### config.mk
export PLATFORM = sky130hd
export DESIGN_NAME = mem_arbiter
export DESIGN_NICKNAME = d
export VERILOG_FILES = /design/src/rtl/mem_arbiter.sv
export SDC_FILE = /design/constraint.sdc
export NUM_CORES = 1
export LEC_CHECK = 0
export BUFFER_PORTS_ARGS = -buffer_cell sky130_fd_sc_hd__buf_2
export CAP_MARGIN = 0
export CORE_MARGIN = 4
export CORE_UTILIZATION = 48
export CTS_BUF_LIST = sky130_fd_sc_hd__clkbuf_4
export DETAILED_ROUTE_END_ITERATION = 7
export GPL_TIMING_DRIVEN = 0
export PLACE_DENSITY_LB_ADDON = 0.3
export SLEW_MARGIN = 20
export SYNTH_ARGS = -nofsm -noshare
export SYNTH_HDL_FRONTEND = slang
export SYNTH_SLANG_ARGS = --single-unit
### constraint.sdc
create_clock -name clk -period 5.9 [get_ports clk]
set_input_delay 1.77 -clock clk [delete_from_list [all_inputs] [get_ports clk]]
set_output_delay 1.77 -clock clk [all_outputs]
set_load 0.02 [all_outputs]
### src/rtl/mem_arbiter.sv
// mem_arbiter: shares one memory bus between instruction fetch and data load/store.
// Optional bus-stall timeout abort is built in when MEM_ARB_TIMEOUT_EN is defined.
module mem_arbiter #(
  parameter int unsigned TIMEOUT_CYCLES = 255,
  parameter logic [31:0] ERR_DATA       = 32'hBAD0_BAD0
) (
  input  logic        clk,
  input  logic        RST,
  input  logic        i_req,
  input  logic [31:0] i_addr,
  output logic [31:0] i_rdata,
  output logic        i_ready,
  input  logic        d_ren,
  input  logic        d_wen,
  input  logic [31:0] d_addr,
  input  logic [31:0] d_wdata,
  input  logic [3:0]  d_sel,
  output logic [31:0] d_rdata,
  output logic        d_ready,
  output logic [31:0] bus_addr,
  output logic [31:0] bus_wdata,
  output logic [3:0]  bus_sel,
  output logic        bus_ren,
  output logic        bus_wen,
  input  logic [31:0] bus_rdata,
  input  logic        bus_busy,
  output logic        bus_err,
  output logic [1:0]  dbg_state
);

  typedef enum logic [1:0] {
    S_IDLE   = 2'd0,
    S_ACCESS = 2'd1,
    S_DONE   = 2'd2
  } state_e;

  state_e      state_q;
  logic        last_data_q;
  logic        gnt_data_q;
  logic        first_q;
  logic [31:0] bus_addr_q;
  logic [31:0] bus_wdata_q;
  logic [3:0]  bus_sel_q;
  logic        bus_ren_q;
  logic        bus_wen_q;
  logic        i_ready_q;
  logic        d_ready_q;
  logic [31:0] i_rdata_q;
  logic [31:0] d_rdata_q;

  logic        d_pend;
  logic        grant_any;
  logic        grant_data;
  logic        finish_d;
  logic        abort_d;
  logic [31:0] cap_data_d;

  // On contention the requester that did not win last time is served.
  always_comb begin
    d_pend     = d_ren | d_wen;
    grant_any  = i_req | d_pend;
    grant_data = d_pend & (~i_req | ~last_data_q);
    finish_d   = (state_q == S_ACCESS) && !first_q && !bus_busy;
    cap_data_d = abort_d ? ERR_DATA : (bus_wen_q ? 32'h0 : bus_rdata);
  end

`ifdef MEM_ARB_TIMEOUT_EN
  localparam int unsigned CW = ($clog2(TIMEOUT_CYCLES + 1) > 8) ? $clog2(TIMEOUT_CYCLES + 1) : 8;
  localparam logic [CW-1:0] TO_LIM = CW'(TIMEOUT_CYCLES);

  logic [CW-1:0] wait_cnt_q;
  logic [CW-1:0] wait_cnt_d;
  logic          bus_err_q;

  always_comb begin
    wait_cnt_d = (wait_cnt_q == {CW{1'b1}}) ? wait_cnt_q : wait_cnt_q + CW'(1);
  end

  assign abort_d = (state_q == S_ACCESS) && !first_q && bus_busy && (wait_cnt_d >= TO_LIM);

  always_ff @(posedge clk or posedge RST) begin
    if (RST) begin
      wait_cnt_q <= '0;
      bus_err_q  <= 1'b0;
    end else begin
      bus_err_q <= abort_d;
      if (state_q == S_IDLE && grant_any) begin
        wait_cnt_q <= '0;
      end else if (state_q == S_ACCESS && !first_q && bus_busy) begin
        wait_cnt_q <= wait_cnt_d;
      end
    end
  end

  assign bus_err = bus_err_q;
`else
  assign abort_d = 1'b0;
  assign bus_err = 1'b0;
`endif

  always_ff @(posedge clk or posedge RST) begin
    if (RST) begin
      state_q     <= S_IDLE;
      last_data_q <= 1'b1;
      gnt_data_q  <= 1'b0;
      first_q     <= 1'b0;
      bus_addr_q  <= '0;
      bus_wdata_q <= '0;
      bus_sel_q   <= '0;
      bus_ren_q   <= 1'b0;
      bus_wen_q   <= 1'b0;
      i_ready_q   <= 1'b0;
      d_ready_q   <= 1'b0;
      i_rdata_q   <= '0;
      d_rdata_q   <= '0;
    end else begin
      i_ready_q <= 1'b0;
      d_ready_q <= 1'b0;
      case (state_q)
        S_IDLE: begin
          if (grant_any) begin
            state_q     <= S_ACCESS;
            first_q     <= 1'b1;
            gnt_data_q  <= grant_data;
            last_data_q <= grant_data;
            if (grant_data) begin
              bus_addr_q  <= d_addr;
              bus_wdata_q <= d_wdata;
              bus_sel_q   <= d_sel;
              bus_wen_q   <= d_wen;
              bus_ren_q   <= ~d_wen;
            end else begin
              bus_addr_q  <= i_addr;
              bus_wdata_q <= '0;
              bus_sel_q   <= 4'hF;
              bus_wen_q   <= 1'b0;
              bus_ren_q   <= 1'b1;
            end
          end
        end
        S_ACCESS: begin
          first_q <= 1'b0;
          if (finish_d || abort_d) begin
            state_q   <= S_DONE;
            bus_ren_q <= 1'b0;
            bus_wen_q <= 1'b0;
            if (gnt_data_q) begin
              d_ready_q <= 1'b1;
              d_rdata_q <= cap_data_d;
            end else begin
              i_ready_q <= 1'b1;
              i_rdata_q <= cap_data_d;
            end
          end
        end
        S_DONE: begin
          state_q <= S_IDLE;
        end
        default: begin
          state_q <= S_IDLE;
        end
      endcase
    end
  end

  assign bus_addr  = bus_addr_q;
  assign bus_wdata = bus_wdata_q;
  assign bus_sel   = bus_sel_q;
  assign bus_ren   = bus_ren_q;
  assign bus_wen   = bus_wen_q;
  assign i_ready   = i_ready_q;
  assign d_ready   = d_ready_q;
  assign i_rdata   = i_rdata_q;
  assign d_rdata   = d_rdata_q;
  assign dbg_state = state_q;

endmodule

* Word-level counts from Yosys, hierarchy flattened
Cells that the tools add are included.
** Word-level totals
- Logic and storage cells :: 58
- Input bits :: 138
- Output and inout bits :: 139
- Register bits after elaboration :: 141
** Cells by class
- Reduce and logical (&&, ||, !) cells :: 12
- Equality and inequality tests :: 3
- Multiplexer cells :: 22
- Bitwise operators :: 8
** Operators by type and width (number)
- $mux W32 :: 3
- $mux W1 :: 12
- $reduce_and A3 Y1 :: 3
- $pmux W1 S2 :: 3
- $reduce_and A2 Y1 :: 3
- $mux W2 :: 2
- $mux W4 :: 1
- $ne A2 B2 Y1 const B :: 2
- $not A1 Y1 :: 4
- $pmux W2 S2 :: 1
- $or A1 B1 Y1 :: 3
- $eq A2 B1 Y1 const B :: 1
- $logic_and A1 B1 Y1 :: 2
- $logic_not A1 Y1 :: 2
- $logic_not A2 Y1 :: 1
- $reduce_bool A2 Y1 :: 1
- $and A1 B1 Y1 :: 1

* Logic depth before layout (Yosys ltp)
Gate-level depths: netlist of run 1.
- Depth in word-level cells :: 6
- Mapped depth :: 5

* Worst setup path after synthesis of run 1
Ideal clock, no wire load.
- Kind :: input to register
- From :: input d_wen
- To :: register bus_addr_q[10] (netlist: bus_addr[10])
- Stages on the path :: 4
- Setup slack :: 2.801 ns
- Library setup time :: 0.125 ns
- Arrival :: 2.974 ns
- Cell sequence :: o2bb2ai_1 > buf_2 > mux2_2 > mux2_2
** Between the ends
- Longest elaborated chain between the ends :: 3
- Elaborated cells on any way between the ends :: 5
** RTL lines
- start: declaration :: line 14 : input logic d_wen,
- $or A1 B1 Y1 (*) :: line 60 : d_pend = d_ren | d_wen;
- $and A1 B1 Y1 / $or A1 B1 Y1 (equally long branches) :: line 62, 61
- $mux W32 / $reduce_and A2 Y1 (equally long branches)
- end signal: assignment :: line 127 : bus_addr_q <= d_addr;
- end signal: assignment :: line 133 : bus_addr_q <= i_addr;
- end: declaration :: line 41 : logic [31:0] bus_addr_q;
Every way passes the cells marked *; elsewhere a longest branch is shown, timed or not.
A chain may end at the register's enable or synchronous reset.

* Final worst setup path of run 1
- From :: input i_req
- To :: register bus_wdata_q[2] (netlist: bus_wdata[2])
** Between the ends
- Longest elaborated chain between the ends :: 4
- Elaborated cells on any way between the ends :: 6
** RTL lines
- start: declaration :: line 9 : input logic i_req,
- $not A1 Y1 :: line 62 : grant_data = d_pend & (~i_req | ~last_data_q);
- $or A1 B1 Y1 :: line 62
- $and A1 B1 Y1 :: line 62
- $mux W32 :: line 126 : if (grant_data) begin
- end signal: assignment :: line 128 : bus_wdata_q <= d_wdata;
- end: declaration :: line 42 : logic [31:0] bus_wdata_q;
Several ways; a longest one is shown, not always the timed one.

==> reports/qor.yml, run 1 <==
cp_slowest_cell: "nor3_1"
dp_hpwl_um: 11300
synth-adder-area-share_pct: 0
clock_latency_ns: 0.53
avgRoutedWirePerCell_um: 17.8
p_per_area_mw_per_mm2: 571
min_from: "i_rdata[27]"
timing.rr.end: "bus_wdata[2]"
cts.htree.levels: 4
worstHoldPathType: "reg -> reg"
required_ns: 6.37
holdPathStages: 1
postRouteAntennaNets: 0
fin_crit_sh_pct: 53.1
synth-seq-cells: 141
arrival_ns: 3.60
cts_buffers: 17
critPathMaxStageDelay_ns: 0.75
netlist_area_mm2: 0.00589
clk_pin_slew_worst_paths_ns: 0.12
switching_share_pct: 40.1
ys_seq_area_share_pct: 59.9
vias: 4272
tightest_slew_ns: 0.908
synth_top_family_by_area: "multiplexers"
drv_cap: 0
fillers: 929
max_freq_ghz: 0.319
status: "finished, final reports clean"
synthToLayoutAreaGrowth_pct: 32.6
initial_core_util_pct: 49.1
cts-resized-gates: 0
regToRegSetupSlack_ns: 3.73
antenna_found_initial: 1
die_h_um: 119
pwr-share-comb_pct: 47.1
min_period_ns: 3.14
tns_ns: 0
gp_congestion: 0.787
grt_pass1_wl_um: 24000
ios: 277
slew_headroom_pct: 39.0
chipWidth_um: 119
grt_pass1_vias: 4681
synth_cell_types: 31
cp-start-kind: "primary input"
cts_root_buffer: "clkbuf_4"
wirelength_um: 15000
p_switching_mw: 1.79
clockBufferDepth: 2
synth.area.mux_share_pct: 26.5
report.final.slew_viol_count: 0
drtIter0Drc: 220
synth_fp_nets: 525
diodes: 0
final_nets: 820
clock_sinks: 141
die-area_mm2: 0.0141
synth_compound_area_share_pct: 6.05
post-cts-setup-buffers: 0
synthCells: 387
worst_setup_path_end_kind: "flop"
intPower_mw: 2.68
yosys.area_share.simple_pct: 5.09
cp_cell_sequence: "buf_2 -> o2bb2ai_1 -> nor3_1 -> clkbuf_1 -> a22o_1"
crit_fanout: 10
pwr-share-clk_pct: 15.6
finClkSkew_ns: 0.0140
grtUsageTotal_pct: 21.5
power_leakage_nw: 4.10
finalSetupViolations: 0
drive_above_1_share_pct: 64.6
holdWs_ns: 0.498
ctsHoldBuffers: 0
grt-ovfl-total: 0
coreArea_mm2: 0.0120
r2r_start: "last_data_q"
synth_area_per_cell_um2: 15.2
reg2regPathDepth: 4
hold_viol: 0
synthXorXnorAreaFrac_pct: 0
cts_tree: "yes"
drc: 0
worst-setup-path-type: "in -> reg"
io_buffers: 275
grt_max_degree: 80
dr.pass1.iters: 4
viasPerCell: 5.07
p_seq_share_pct: 37.2
yosys_warnings: 0
hold_end: "i_rdata[27]"
rows: 40
rsz0062_at_grt: "no"
ir_drop_v: 0.000304
-- synthesized netlist by cell type --
cell type,instances,share of area [%]
o21ai_0,2,0.17
clkbuf_1,7,0.45
nor3_2,1,0.17
o22a_1,4,0.59
buf_4,4,0.51
nor2_1,2,0.13
a22o_1,32,4.8
dfstp_2,1,0.45
mux2_4,29,7.4
or3_1,1,0.11
nor2b_1,32,3.4
buf_6,3,0.57
o2bb2ai_1,1,0.15
buf_1,2,0.13
mux2_2,92,18
nand2b_1,2,0.21
dfrtp_1,140,59
nand2_1,4,0.25
mux2_1,7,1.3
mux2i_1,1,0.17
buf_2,7,0.59
inv_1,2,0.13
a21o_1,2,0.25
or4b_4,1,0.23
nand3b_1,1,0.13
conb_1,1,0.064
inv_2,1,0.064
nand2_2,1,0.11
a21boi_0,1,0.13
nor2_4,1,0.19
nor3_1,2,0.17
-- kinds of logic after synthesis --
family / count (synthesis)
AOI/OAI and AO/OA: 42
muxes: 129
DFF: 141
buffers and inverters: 26
other: 1
and+or+nand+nor: 48
-- flip-flops by register name, summed over array words and instances (netlist names), 2 cells and up --
| register | cells |
|---|---|
| bus_addr | 32 |
| bus_wdata | 32 |
| d_rdata | 32 |
| i_rdata | 32 |
| bus_sel | 4 |
| dbg_state | 2 |
-- worst max-delay path by stage --
stage          startpoint       endpoint  slack (ns)
2_1_floorplan         RST    bus_addr[0]        0.35
3_3_place_gp          RST  bus_wdata[21]       -1.08
3_5_place_dp        i_req   bus_wdata[6]        2.20
4_1_cts           bus_wen        bus_wen        2.77
5_1_grt             i_req   bus_wdata[2]        2.63
6_report            i_req   bus_wdata[2]        2.76
-- power by group through the flow --
| stage | registers (mW) | clock network [mW] | logic, mW |
|---|---|---|---|
| after floorplan | 2.19 | 0 | 0.880 |
| after detailed placement | 1.67 | 0 | 2.14 |
| after global placement | 1.66 | 0 | 2.09 |
| after CTS | 1.67 | 0.719 | 2.14 |
| final | 1.66 | 0.697 | 2.11 |
| after global routing | 1.72 | 0.764 | 2.24 |
-- critical path: cells and delay by family --
kind / cells / cell delay (ns)
compound gates: 2 / 0.46
buf+inv: 2 / 0.61
simple gates: 1 / 0.75
-- metrics by stage --
stage                     cell area [um2]  utilization [%]  setup slack [ns]  power (mW)  instances
after CTS                            7820             65.1              2.77        4.52        842
after global placement               7450             62.1             -1.08        3.74        809
after floorplan                      5890                -             0.350        3.07        387
after detailed placement             7490             62.4              2.20        3.81        810
final                                7820             65.1              2.76        4.47        842
after global routing                 7820             65.1              2.63        4.72        842
-- layer usage --
layer	up-vias	wire, um	share of wire, %	GRT usage (%)
met5	-	12	0.080	0
met4	2	230	1.5	7.17
met3	20	1190	8.0	7.17
met2	169	7690	51	37.6
met1	2102	5840	39	24.7
li1	1979	-	-	-
-- layout by cell type, fill, tap and decap left out, types with 2 or more instances in the layout --
cell | synthesis | layout
clkbuf_1 | 7 | 7
a21o_1 | 2 | 2
a22o_1 | 32 | 32
o22a_1 | 4 | 4
nor3_1 | 2 | 2
nand2_1 | 4 | 4
nand2b_1 | 2 | 2
dfrtp_1 | 140 | 140
mux2_4 | 29 | 29
bufinv_16 | 0 | 4
clkbuf_4 | 0 | 18
buf_4 | 4 | 4
nor2_1 | 2 | 2
buf_6 | 3 | 3
nor2b_1 | 32 | 32
mux2_2 | 92 | 92
buf_1 | 2 | 2
clkinvlp_4 | 0 | 5
inv_6 | 0 | 2
mux2_1 | 7 | 7
buf_2 | 7 | 282
o21ai_0 | 2 | 2
-- layout make-up --
cell class	instances	area (um2)	area share, %
tap	147	184	2.35
clock inverter	14	193	2.46
inverter	3	18.8	0.240
sequential	141	3530	45.2
timing repair buffer	276	1400	18.0
clock buffer	18	135	1.73
multi-input combinational	220	2220	28.4
buffer	23	133	1.70
(Power assumes the default switching activity.)
==> run 2, diff against run 1 <==
- ABC_AREA: unset -> 1
- CORE_UTILIZATION: 48 -> 44
- clock period: 5.9 -> 2.68 ns (I/O delays scaled with it)
==> reports/qor.yml, run 2 <==
status: "finished, final reports clean"  # unchanged
final_cell_mix: "nand2_1 (370), buf_2 (304), dfrtp_1 (140)"  # was buf_2 (282), dfrtp_1 (140), mux2_2 (92)
startpoint: "dbg_state[1]"  # was i_req
timing.rr.end: "bus_wdata[28]"  # was bus_wdata[2]
post-cts-setup-buffers: 0  # unchanged
synth_fp_nets: 952  # was 525
synthTopCellsByArea: "dfrtp_1 (55%), nand2_1 (22%), nand3_1 (7.7%), inv_1 (6.1%), buf_2 (2.3%)"  # was dfrtp_1 (59%), mux2_2 (18%), mux2_4 (7.4%), a22o_1 (4.8%), nor2b_1 (3.4%)
cts_tree: "yes"  # unchanged
synth_area_per_cell_um2: 7.78  # was 15.2 um2
min_period_ns: 2.00
initial_core_util_pct: 45.3  # was 49.1%
wirelength_um: 18000  # was 15000 um
r2r_start: "last_data_q"  # unchanged
finClkSkew_ns: 0.0214  # was 0.0140 ns
worst_setup_path_end_kind: "output pin"  # was flop
worst-setup-path-type: "reg -> out"  # was in -> reg
viasPerCell: 4.64  # was 5.07
fin_crit_sh_pct: 74.7
grt_max_degree: 34  # was 80
required_ns: 1.88  # was 6.37 ns
antenna_found_initial: 2  # was 1
cts-resized-gates: 0  # unchanged
slew_headroom_pct: 51.1  # was 39.0%
worstHoldPathType: "in -> async"  # was reg -> reg
crit_fanout: 4  # was 10
critPathMaxStageDelay_ns: 0.46  # was 0.75 ns
hold_viol: 0  # unchanged
finalSetupViolations: 0  # unchanged
path_depth: 1  # was 5
cts_root_buffer: "clkbuf_4"  # unchanged
synth_top_cell_by_area: "dfrtp_1"  # unchanged
grt-ovfl-total: 0  # unchanged
arrival_ns: 1.20  # was 3.60 ns
cp_cell_sequence: "buf_2"  # was buf_2 -> o2bb2ai_1 -> nor3_1 -> clkbuf_1 -> a22o_1
drv_cap: 0  # unchanged
avgRoutedWirePerCell_um: 13.8  # was 17.8 um
yosys_warnings: 0  # unchanged
p_total_mw: 9.78  # was 4.47 mW
worst_slack_ns: 0.677  # was 2.76 ns
reg2regPathDepth: 6  # was 4
drive_above_1_share_pct: 32.4  # was 64.6%
postRouteAntennaNets: 0  # unchanged
cts_buffers: 17  # unchanged
path_buf_inv: 1  # was 2
cp_top_family: "flip-flops"  # was simple AND/OR/NAND/NOR gates
cp_slowest_cell: "dfrtp_1"  # was nor3_1
report.final.slew_viol_count: 0  # unchanged
synth_cell_types: 19  # was 31
fin_util_pct: 59.6  # was 65.1%
synth-seq-cells: 141  # unchanged
yosys-top-cells-count: "nand2_1 (370), dfrtp_1 (140), inv_1 (103)"  # was dfrtp_1 (140), mux2_2 (92), a22o_1 (32), nor2b_1 (32), mux2_4 (29)
synth_edf_count: 0  # unchanged
gp_congestion: 0.861  # was 0.787
die-area_mm2: 0.0164  # was 0.0141 mm2
ir_drop_v: 0.000543  # was 0.000304 V
dp_slack_ns: 0.651  # was 2.20 ns
cp-start-kind: "flop"  # was primary input
grt_pass1_wl_um: 29300  # was 24000 um
drtIter0Drc: 260  # was 220
synthCells: 814  # was 387
tightest_slew_ns: 0.732  # was 0.908 ns
io_buffers: 275  # unchanged
synthToLayoutAreaGrowth_pct: 31.7  # was 32.6%
grtUsageTotal_pct: 22.6  # was 21.5%
final_common_cell: "nand2_1"  # was buf_2
netlist_area_mm2: 0.00633  # was 0.00589 mm2
ctsHoldBuffers: 0  # unchanged
dp_hpwl_um: 13800  # was 11300 um
grt_pass1_vias: 6041  # was 4681
power_leakage_nw: 5.28  # was 4.10 nW
clockBufferDepth: 2  # unchanged
max_freq_ghz: 0.499
rows: 43  # was 40
die_h_um: 128  # was 119 um
drc: 0  # unchanged
chipWidth_um: 128  # was 119 um
ios: 277  # unchanged
ys_seq_area_share_pct: 55.7  # was 59.9%
clock_sinks: 141  # unchanged
clk_pin_slew_worst_paths_ns: 0.12  # about the same
vias: 6061  # was 4272
cp-endpoint: "dbg_state[1]"  # was bus_wdata[2]
rsz0062_at_grt: "no"  # unchanged
async_flop_share_pct: 100  # unchanged
synth_ff_type: "dfrtp_1"  # unchanged
dr.pass1.iters: 7  # was 4
coreArea_mm2: 0.0140  # was 0.0120 mm2
clock_latency_ns: 0.55  # was 0.53 ns
p_per_area_mw_per_mm2: 1170  # was 571 mW/mm2
regToRegSetupSlack_ns: 1.09  # was 3.73 ns
synth_top_area_share_pct: 55.3  # was 59.4%
post-synth-top-count-cell: "nand2_1"  # was dfrtp_1
fillers: 1332  # was 929
final_nets: 1250  # was 820
cts.htree.levels: 4  # unchanged
run 2: layer usage:
layer	track usage (%)	vias to the layer above	share of wire [%]	wire length, um
li1	-	3037	-	-
met1	27.7	2760	40	7210
met2	36.8	241	48	8690
met3	8.92	21	10	1840
met4	6.80	2	1.6	280
met5	0	-	0.039	7
run 2: where the power goes:
| group | switching, mW | internal, mW |
|---|---|---|
| Combinational | 3.16 | 1.51 |
| Clock | 0.767 | 0.766 |
| Sequential | 0.503 | 3.08 |
| Total | 4.43 | 5.35 |
run 2: per-stage QoR:
stage	hold slack (ns)	cells	area [um2]	TNS [ns]
floorplan	0.442	814	6340	0
global placement	0.449	1269	7940	-113.75
detailed placement	0.455	1273	8020	0
CTS	0.325	1304	8340	0
global route	0.341	1305	8340	0
finish	0.358	1305	8340	0
run 2: final cells by class:
class,instances,area (um2),area share [%]
clock inverters,11,168,2.01
clock buffers,20,150,1.80
plain buffers,43,243,2.91
well taps,180,225,2.70
multi-input cells,523,2160,25.9
diodes,1,2.50,0.0300
inverters,107,405,4.86
repair buffers,279,1460,17.5
flip-flops and latches,141,3530,42.3
run 2: how the worst min path moves through the flow:
stage          slack [ns]           to   startpoint
3_5_place_dp         0.45  d_rdata[11]  d_rdata[11]
2_1_floorplan        0.44  last_data_q  last_data_q
5_1_grt              0.34  d_rdata[26]          RST
4_1_cts              0.32  d_rdata[26]          RST
6_report             0.36  d_rdata[26]          RST
3_3_place_gp         0.45  d_rdata[22]  d_rdata[22]
run 2: cells by family (layout without fill, tap and decap cells):
logic type	Yosys count	in the layout	share of synthesized area, %
AND/OR/NAND/NOR	514	514	33.1
buffers and inverters	150	460	10.2
flip-flops	141	141	55.7
AO/OA/AOI/OAI	8	8	0.988
other	1	2	0.0592
